$ cat src/rtl/arb_4req_prio_pkg.sv
// rtl/arb_4req_prio_pkg.sv - shared encodings and constants for the 4-requester arbiter
package arb_4req_prio_pkg;

    typedef enum logic {
        ST_IDLE  = 1'b0,
        ST_GRANT = 1'b1
    } state_t;

    localparam logic MODE_FIXED = 1'b0;
    localparam logic MODE_RR    = 1'b1;

    localparam int CNT_W = 8;

    function automatic logic [3:0] onehot4(input logic [1:0] idx);
        return 4'b0001 << idx;
    endfunction

endpackage

$ cat src/rtl/arb_4req_prio_pick.sv
// rtl/arb_4req_prio_pick.sv - rotate-then-priority-encode: first set req at start, start-1, ... with wrap
module prio_pick_4 (
    input  logic [3:0] req,
    input  logic [1:0] start,
    output logic [1:0] idx,
    output logic       any
);

    always_comb begin
        idx = start;
        any = 1'b0;
        for (int k = 0; k < 4; k++) begin
            if (!any && req[start - 2'(k)]) begin
                idx = start - 2'(k);
                any = 1'b1;
            end
        end
    end

endmodule

$ cat src/rtl/arb_4req_prio.sv
// rtl/arb_4req_prio.sv - fixed-priority / round-robin arbiter with done, drop and hold-timeout release
module arb_4req_prio
    import arb_4req_prio_pkg::*;
#(
    parameter int HOLD_MAX = 15
) (
    input  logic       clk,
    input  logic       rst,
    input  logic       mode,
    input  logic [3:0] req,
    input  logic       done,
    output logic [3:0] gnt,
    output logic [1:0] gnt_id,
    output logic       busy,
    output logic       timeout
);

    localparam logic             HOLD_EN   = (HOLD_MAX != 0);
    localparam logic [CNT_W-1:0] HOLD_LAST = CNT_W'(HOLD_MAX - 1);

    state_t           state, state_n;
    logic [3:0]       gnt_n;
    logic [1:0]       gnt_id_n;
    logic             busy_n, timeout_n;
    logic [1:0]       last, last_n;
    logic [CNT_W-1:0] cnt, cnt_n;
    logic [1:0]       start, pick_idx;
    logic             pick_any;
    logic             rel_done, rel_drop, rel_hold;

    // The last winner sits at the bottom of the round-robin order.
    assign start = (mode == MODE_RR) ? last - 2'd1 : 2'd3;

    prio_pick_4 u_pick (
        .req   (req),
        .start (start),
        .idx   (pick_idx),
        .any   (pick_any)
    );

    assign rel_done = done;
    assign rel_drop = ~req[gnt_id];
    assign rel_hold = HOLD_EN && (cnt == HOLD_LAST);

    always_comb begin
        state_n   = state;
        gnt_n     = gnt;
        gnt_id_n  = gnt_id;
        busy_n    = busy;
        timeout_n = 1'b0;
        last_n    = last;
        cnt_n     = cnt;
        case (state)
            ST_IDLE: begin
                if (pick_any) begin
                    state_n  = ST_GRANT;
                    gnt_n    = onehot4(pick_idx);
                    gnt_id_n = pick_idx;
                    busy_n   = 1'b1;
                    cnt_n    = '0;
                end
            end
            ST_GRANT: begin
                if (rel_done || rel_drop || rel_hold) begin
                    state_n   = ST_IDLE;
                    gnt_n     = 4'b0000;
                    busy_n    = 1'b0;
                    last_n    = gnt_id;
                    timeout_n = rel_hold && !rel_done && !rel_drop;
                end else if (cnt != {CNT_W{1'b1}}) begin
                    cnt_n = cnt + 1'b1;
                end
            end
            default: state_n = ST_IDLE;
        endcase
    end

    always_ff @(posedge clk or posedge rst) begin
        if (rst) begin
            state   <= ST_IDLE;
            gnt     <= 4'b0000;
            gnt_id  <= 2'b00;
            busy    <= 1'b0;
            timeout <= 1'b0;
            last    <= 2'b00;
            cnt     <= '0;
        end else begin
            state   <= state_n;
            gnt     <= gnt_n;
            gnt_id  <= gnt_id_n;
            busy    <= busy_n;
            timeout <= timeout_n;
            last    <= last_n;
            cnt     <= cnt_n;
        end
    end

endmodule

$ cat config.mk
export PLATFORM = sky130hd
export DESIGN_NAME = arb_4req_prio
export DESIGN_NICKNAME = d
export VERILOG_FILES = /design/src/rtl/arb_4req_prio_pkg.sv /design/src/rtl/arb_4req_prio_pick.sv /design/src/rtl/arb_4req_prio.sv
export SDC_FILE = /design/constraint.sdc
export NUM_CORES = 1
export LEC_CHECK = 0
export CAP_MARGIN = 10
export CORE_MARGIN = 2
export CORE_UTILIZATION = 40
export CTS_BUF_LIST = sky130_fd_sc_hd__clkbuf_4
export DETAILED_ROUTE_END_ITERATION = 7
export GPL_TIMING_DRIVEN = 1
export PLACE_DENSITY = 0.65
export SLEW_MARGIN = 10
export SYNTH_ARGS = -nofsm -noshare
export SYNTH_HDL_FRONTEND = slang
export SYNTH_HIERARCHICAL = 1
export SYNTH_SLANG_ARGS = --single-unit
$ cat constraint.sdc
create_clock -name clk -period 1.7 [get_ports clk]
set_input_delay 0.34 -clock clk [delete_from_list [all_inputs] [get_ports clk]]
set_output_delay 0.34 -clock clk [all_outputs]
set_load 0.02 [all_outputs]
==> flow_summary.json, run 1 <==
{
  "pin_count": 16,
  "fp-row-count": 18,
  "worstHoldPathType": "primary input to async pin",
  "gpl.final_weighted_congestion": 0.859,
  "layout_worst_path_cycle_share_pct": 104,
  "total_switching_power_mw": 0.903,
  "remaining_drc_errors": 0,
  "run_status": "complete, but fails checks",
  "leakage_nw": 0.741,
  "p_clk_share_pct": 10.3,
  "critical_path_class": "primary input to register",
  "dr.first_iter.drc_count": 19,
  "power_per_cell_area_mw_per_mm2": 1520,
  "maximum_clock_skew_at_final_layout_ps": 7.69,
  "cts.hold.buffers_added": 0,
  "synthesis.instances": 100,
  "worst_slew_pin_slew_ps": 368,
  "clk_lat_worst_skew_ps": 300,
  "groute.usage.overall_pct": 16.4,
  "wirelength_met1_um": 1130,
  "ys_ff_latch": 19,
  "yosysWarnings": 6,
  "required_ps": 1900,
  "post-route-util_pct": 63.9,
  "comb_power_share_pct": 59.3,
  "grt_max_degree": 20,
  "dpl.cell_count": 164,
  "vias_in_the_first_global_route": 911,
  "mostFrequentLayoutCell": "buf_4",
  "clockRootBuffer": "clkbuf_4",
  "clk_path_buf_depth": 2,
  "placed_area_mm2": 0.00139,
  "layout-drive-gt1-share_pct": 43.4,
  "dp_hpwl_um": 1640,
  "internal_power_mw": 1.51,
  "floorplan.initialDensity_pct": 42.5,
  "final_max_slew_viol_count": 0,
  "critical_path_arrival_ps": 1960,
  "cts.sink_count": 19,
  "place.port_buffers": 15,
  "worst_hold_slack_ps": 352,
  "synth.cell_area_mm2": 0.00105,
  "cts_htree_levels": 1,
  "met2_length_um": 1160,
  "report.power.total_mw": 2.41,
  "number_of_clock_buffers_inserted_by_tritoncts": 3,
  "cts.reportedPaths.clkPinSlew_ps": 110,
  "die_w_um": 55.3,
  "top_signal_layer_used": "met4",
  "tns_ps": -207,
  "yosys.area.top_type_share_pct": 45.2,
  "crit_path_end_kind": "register",
  "number_of_vias_after_detailed_routing": 919,
  "grt_setup_unrepaired": "true",
  "synth_area_leaders": "dfrtp_1, nand2_1, a21o_1",
  "syn_avg_cell_area_um2": 10.5,
  "worstSetupStartpointType": "primary input",
  "total_detailed_routing_wirelength_um": 2420,
  "pre_cts_ws_ps": -542,
  "max_slew_margin_pct": 75.5,
  "synth_ff_type": "dfrtp_1",
  "grt_pass1_wl_um": 4040,
  "synth_enable_flop_cells": 0,
  "crit_path_max_fanout": 7,
  "synthToLayoutAreaGrowth_pct": 50.5,
  "layout.nets": 154,
  "fmax_mhz": 568,
  "route.antenna.remaining_nets": 0,
  "final_cell_area_mm2": 0.00158,
  "netlist-cell-type-count": 41,
  "antenna_violations_before_repair": 0,
  "synth_sequential_area_ratio_pct": 45.2,
  "setup_ws_ps": -60.5,
  "netSwitchingFraction_pct": 37.5,
  "ir_drop_uv": 1220,
  "design.core.area_mm2": 0.00248,
  "synth_fp_nets": 110,
  "synth_largest_area_cell": "dfrtp_1",
  "cts_tree": "yes",
  "drt-pass1-iter-count": 4,
  "die_outline_area_mm2": 0.00306,
  "floorplan.die.height_um": 55.3,
  "violations_in_the_final_reports": "negative setup slack",
  "post_drt_wl_per_cell_um": 14.0,
  "met3_length_um": 86,
  "synth-async-reset-ratio_pct": 100,
  "maxcap_viol_count": 0,
  "diodes": 0,
  "hold_violations": 0,
  "layout_common_cells": "buf_4, dfrtp_1, clkdlybuf4s50_1",
  "final.min_clock_period_ps": 1760,
  "finalSetupViolations": 7,
  "via_per_inst": 5.31,
  "overflow": 0,
  "layout.cells.non_filler": 173,
  "power.sequential.fraction_pct": 30.4
}
## cell usage after synthesis, drive strengths merged, types with 2 or more instances
master / instances
a21bo: 2
a21o: 5
a21oi: 2
a221oi: 2
a31o: 4
clkbuf: 2
dfrtp: 19
ha: 2
inv: 5
mux2: 5
nand2: 11
nand3: 6
nand4: 2
nor2: 4
nor3: 3
nor3b: 3
o31ai: 3
## per-layer routing
| layer | up-vias | global-route usage (%) |
|---|---|---|
| li1 | 464 | - |
| met1 | 434 | 22.1 |
| met2 | 17 | 25.0 |
| met3 | 4 | 3.98 |
| met4 | 0 | 6.97 |
| met5 | - | 0 |
## power groups by stage
stage	registers, mW	clock network, mW	logic, mW
floorplan	0.821	0	0.602
global placement	0.739	0	1.14
detailed placement	0.742	0	1.17
CTS	0.726	0.256	1.27
global route	0.752	0.283	1.54
finish	0.732	0.248	1.43
## worst max-delay path: stages
cell	delay (ps)
dlygate4sd2_1	350
mux4_2	500
and2b_2	250
nand3_4	90
a21bo_4	140
mux2_4	290
## cell families after synthesis
family / share of synthesized area (%)
buffers and inverters: 3.57
AOI/OAI and AO/OA: 18.9
muxes: 8.80
DFF: 45.2
xor gates and xnor gates: 0.832
and+or+nand+nor: 20.3
adders and majority gates: 2.38
## registers in the layout, indices dropped and copies added (netlist names)
signal	cells
gnt_id	2
last	2
busy	1
gnt	4
timeout	1
cnt	8
state	1
## worst paths after layout
| path | slack [ps] | start | cells past startpoint | end |
|---|---|---|---|---|
| max | -60 | req[3] | 6 | cnt[1] |
| min | 350 | rst | 3 | cnt[3] |
| max reg2reg | -30 | gnt_id[0] | 5 | cnt[1] |
| min reg2reg | 510 | busy | 1 | busy |
| max in group asynchronous | 1120 | rst | 3 | gnt_id[0] |
| min in group clk | 510 | busy | 1 | busy |
## area by class of cell
class	instances	area, µm²
timing repair buffer	42	353
fill	209	893
tap	30	37.5
sequential	19	477
inverter	5	21.3
multi-input combinational	73	666
clock buffer	4	30.0
## repair_timing
action	CTS	global route
resized for setup	14	20
buffers inserted	4	1
setup endpoints to repair	18	16
pin swaps	4	13
No activity file was read; power rests on OpenSTA's default activity.
==> inputs of run 2 (changes only) <==
--- a/config.mk
+++ b/config.mk
@@ -6,12 +6,10 @@
 export NUM_CORES = 1
 export LEC_CHECK = 0
 export CAP_MARGIN = 10
-export CORE_MARGIN = 2
 export CORE_UTILIZATION = 40
 export CTS_BUF_LIST = sky130_fd_sc_hd__clkbuf_4
 export DETAILED_ROUTE_END_ITERATION = 7
 export GPL_TIMING_DRIVEN = 1
-export PLACE_DENSITY = 0.65
 export SLEW_MARGIN = 10
 export SYNTH_ARGS = -nofsm -noshare
 export SYNTH_HDL_FRONTEND = slang
==> flow_summary.json, run 2 (synthesized netlist as in run 1, its figures left out) <==
{
  "remaining_drc_errors": 0,
  "required_ps": 1890,
  "worst_hold_slack_ps": 344,
  "drt-pass1-iter-count": 5,
  "leakage_nw": 0.748,
  "cts.hold.buffers_added": 0,
  "final_cell_area_mm2": 0.00159,
  "floorplan.die.height_um": 53.3,
  "maxcap_viol_count": 0,
  "critical_path_arrival_ps": 1960,
  "final.min_clock_period_ps": 1770,
  "cts.reportedPaths.clkPinSlew_ps": 120,
  "run_status": "complete, but fails checks",
  "violations_in_the_final_reports": "negative setup slack",
  "nFillCells": 216,
  "final_max_slew_viol_count": 0,
  "gpl.final_weighted_congestion": 0.792,
  "overflow": 0,
  "layout-drive-gt1-share_pct": 44.1,
  "crit_path_max_fanout": 3,
  "grt.met2_usage_pct": 27.9,
  "dp_hpwl_um": 1600,
  "largest_registers": "cnt (8), gnt (4)",
  "antenna_violations_before_repair": 0,
  "number_of_clock_buffers_inserted_by_tritoncts": 3,
  "die_outline_area_mm2": 0.00284,
  "clk_path_buf_depth": 2,
  "number_of_vias_after_detailed_routing": 931,
  "largest_register_ffs": 8,
  "post_drt_wl_per_cell_um": 13.9,
  "clockRootBuffer": "clkbuf_4",
  "critical_path_class": "register to register",
  "worstSetupStartpointType": "register",
  "worst_slew_pin_slew_ps": 347,
  "hold_violations": 0,
  "finalSetupViolations": 3,
  "cts.sink_count": 19,
  "mostFrequentLayoutCell": "buf_4",
  "clk_lat_worst_skew_ps": 300,
  "max_slew_margin_pct": 76.7,
  "dr.first_iter.drc_count": 17,
  "layout.nets": 156,
  "cts_tree": "yes",
  "grt_pass1_wl_um": 3790,
  "largest-register": "cnt",
  "place.port_buffers": 15,
  "grt_max_degree": 20,
  "layout_common_cells": "buf_4, dfrtp_1, clkdlybuf4s50_1",
  "fmax_mhz": 566,
  "grt_util_met3_pct": 3.74,
  "maximum_clock_skew_at_final_layout_ps": 6.70,
  "layout_worst_path_cycle_share_pct": 104,
  "total_detailed_routing_wirelength_um": 2440,
  "die_w_um": 53.3,
  "cts_htree_levels": 1,
  "diodes": 0,
  "grt_setup_unrepaired": "true",
  "setup_ws_ps": -66.6,
  "use_met1_pct": 26.8,
  "fp-row-count": 18,
  "route.antenna.remaining_nets": 0,
  "design.core.area_mm2": 0.00248,
  "groute.usage.overall_pct": 18.8,
  "vias_in_the_first_global_route": 855,
  "ir_drop_uv": 1070,
  "floorplan.initialDensity_pct": 42.5,
  "top_usage_layer": "met2",
  "pin_count": 16,
  "synthToLayoutAreaGrowth_pct": 50.9,
  "via_per_inst": 5.32,
  "placed_area_mm2": 0.00140,
  "tns_ps": -126,
  "crit_path_end_kind": "register",
  "worstHoldPathType": "primary input to async pin",
  "power_per_cell_area_mw_per_mm2": 1490
}
-- run 2: cell type report --
| cell class | count | area (µm²) | share of cell area (%) |
|---|---|---|---|
| Sequential cell | 19 | 477 | 30.0 |
| Tap cell | 30 | 37.5 | 2.36 |
| Inverter | 5 | 18.8 | 1.18 |
| Clock buffer | 3 | 22.5 | 1.42 |
| Multi-Input combinational cell | 73 | 667 | 42.0 |
| Clock inverter | 1 | 5.00 | 0.315 |
| Timing Repair Buffer | 44 | 360 | 22.7 |
-- run 2: timing repair --
action | in CTS | in global routing
hold endpoints to repair | 0 | 0
setup endpoints to repair | 19 | 16
resized for setup | 16 | 16
pin swaps | 3 | 12
cloned | 0 | 0
setup buffers | 4 | 2
-- run 2: worst max-delay path, cell delays in order, from the launching register on --
cell	delay, ps
dfrtp_2	390
mux4_2	480
and2b_2	240
nand3_4	100
a21bo_1	160
mux2_4	300
-- run 2: per-layer routing --
metal,vias to the layer above,share of wire [%],wire [µm]
met5,-,0,0
met4,0,0.49,12
met3,2,3.1,76
met2,11,47,1150
met1,451,49,1200
li1,467,-,-
-- run 2: path summary, 6_finish.rpt --
kind	depth (start not counted)	to	startpoint	slack (ps)
min in group clk	1	busy	busy	510
max in group asynchronous	3	gnt_id[0]	rst	1130
worst min-delay path	3	cnt[4]	rst	340
worst min register to register	1	busy	busy	510
worst max-delay path	5	cnt[1]	gnt_id[0]	-70
worst max register to register	5	cnt[1]	gnt_id[0]	-70
-- run 2: power breakdown --
part	switching (mW)	internal, mW	total, mW
combinational	0.628	0.767	1.39
sequential	0.138	0.607	0.746
clock	0.143	0.0875	0.230
total	0.909	1.46	2.37
-- run 2: metrics by stage --
step	cells	setup slack (ps)	power, mW	utilization [%]
finish	175	-66.6	2.37	64.1
CTS	173	-78.0	2.26	60.3
floorplan	100	-212	1.42	-
global placement	165	-529	1.89	56.6
global route	175	-141	2.53	64.1
detailed placement	165	-556	1.91	56.6
==> inputs of run 3 (changes only) <==
--- a/config.mk
+++ b/config.mk
@@ -6,8 +6,10 @@
 export NUM_CORES = 1
 export LEC_CHECK = 0
 export CAP_MARGIN = 10
+export CORE_MARGIN = 2
 export CORE_UTILIZATION = 40
 export CTS_BUF_LIST = sky130_fd_sc_hd__clkbuf_4
+export CTS_CLUSTER_SIZE = 14
 export DETAILED_ROUTE_END_ITERATION = 7
 export GPL_TIMING_DRIVEN = 1
 export SLEW_MARGIN = 10
==> flow_summary.json, run 3 (synthesized netlist as in run 1, its figures left out) <==
{
  "diodes": 0,
  "layout_common_cells": "buf_4, dfrtp_1, clkdlybuf4s50_1",
  "crit_path_end_kind": "register",
  "dr.first_iter.drc_count": 30,
  "floorplan.die.height_um": 55.3,
  "route.antenna.remaining_nets": 0,
  "layout-drive-gt1-share_pct": 43.4,
  "cts.reportedPaths.clkPinSlew_ps": 110,
  "final_max_slew_viol_count": 0,
  "clk_path_buf_depth": 2,
  "crit_path_max_fanout": 5,
  "critical_path_class": "primary input to register",
  "vias_in_the_first_global_route": 963,
  "place.port_buffers": 15,
  "power_per_cell_area_mw_per_mm2": 1490,
  "post_drt_wl_per_cell_um": 14.9,
  "drt-pass1-iter-count": 4,
  "gpl.final_weighted_congestion": 0.832,
  "remaining_drc_errors": 0,
  "synthToLayoutAreaGrowth_pct": 53.5,
  "maxcap_viol_count": 0,
  "mostFrequentLayoutCell": "buf_4",
  "grt_pass1_wl_um": 4390,
  "cts.sink_count": 19,
  "cts_htree_levels": 1,
  "post-route-util_pct": 65.2,
  "pin_count": 16,
  "tns_ps": -121,
  "grt_max_degree": 20,
  "antenna_violations_before_repair": 0,
  "largest_registers": "cnt (8), gnt (4)",
  "report.power.total_mw": 2.41,
  "fp-row-count": 18,
  "pre_cts_ws_ps": -454,
  "design.core.area_mm2": 0.00248,
  "hold_violations": 0,
  "groute.usage.overall_pct": 17.8,
  "die_outline_area_mm2": 0.00306,
  "fmax_mhz": 567,
  "ir_drop_uv": 1150,
  "number_of_vias_after_detailed_routing": 984,
  "number_of_clock_buffers_inserted_by_tritoncts": 3,
  "largest_register_ffs": 8,
  "setup_ws_ps": -63.1,
  "violations_in_the_final_reports": "negative setup slack",
  "worstSetupStartpointType": "primary input",
  "layout.nets": 156,
  "largest-register": "cnt",
  "grt_setup_unrepaired": "true",
  "nFillCells": 213,
  "via_per_inst": 5.62,
  "final.min_clock_period_ps": 1760,
  "critical_path_arrival_ps": 1960,
  "max_slew_margin_pct": 76.1,
  "worst_slew_pin_slew_ps": 353,
  "total_detailed_routing_wirelength_um": 2610,
  "required_ps": 1900,
  "cts_tree": "yes",
  "die_w_um": 55.3,
  "overflow": 0,
  "worstHoldPathType": "primary input to async pin",
  "finalSetupViolations": 7,
  "worst_hold_slack_ps": 353,
  "floorplan.initialDensity_pct": 42.5,
  "maximum_clock_skew_at_final_layout_ps": 1.12,
  "clk_lat_worst_skew_ps": 290,
  "layout_worst_path_cycle_share_pct": 104,
  "leakage_nw": 0.755,
  "run_status": "complete, but fails checks",
  "dp_hpwl_um": 1690,
  "clockRootBuffer": "clkbuf_4"
}
## run 3: metal layers
layer | up-vias | share of wire, % | routed length (µm) | track usage, %
li1 | 471 | - | - | -
met1 | 486 | 46 | 1210 | 24.1
met2 | 23 | 49 | 1290 | 28.7
met3 | 4 | 3.1 | 80 | 3.75
met4 | 0 | 1.1 | 29 | 5.23
met5 | - | 0 | 0 | 0
## run 3: what timing repair did
item	CTS	global route
hold buffers	0	0
endpoints found under the setup margin	19	14
pin swaps	7	5
hold endpoints to repair	0	0
resized for setup	17	16
setup buffers	3	2
## run 3: layout make-up
cell class	instances	area [µm²]	share of cell area [%]
Inverter	5	21.3	1.32
Sequential cell	19	477	29.5
Multi-Input combinational cell	73	672	41.6
Tap cell	30	37.5	2.32
Timing Repair Buffer	44	380	23.5
Clock buffer	3	22.5	1.39
Clock inverter	1	5.00	0.310
## run 3: per-stage QoR
step / cell area, µm² / instances
after global routing: 1620 / 175
after floorplan: 1060 / 100
after CTS: 1520 / 173
final: 1620 / 175
after detailed placement: 1420 / 166
after global placement: 1420 / 166
## run 3: report_power, final
group	switching, mW	internal [mW]
Clock	0.140	0.0875
Sequential	0.124	0.608
Combinational	0.659	0.795
Total	0.923	1.49
## run 3: final timing paths
check	cells after the start	endpoint	startpoint	slack, ps
max	6	gnt[2]	mode	-60
min	3	cnt[4]	rst	350
max reg2reg	5	cnt[1]	gnt_id[0]	-30
min reg2reg	1	busy	busy	520
max in group asynchronous	3	gnt_id[0]	rst	1130
min in group clk	1	busy	busy	520
## run 3: worst max-delay path, cell delays in order
cell and delay [ps]:
clkdlybuf4s50_1 530, nand2_1 110, o311ai_1 380, o21ai_2 180, nor3b_2 190, a31o_2 220
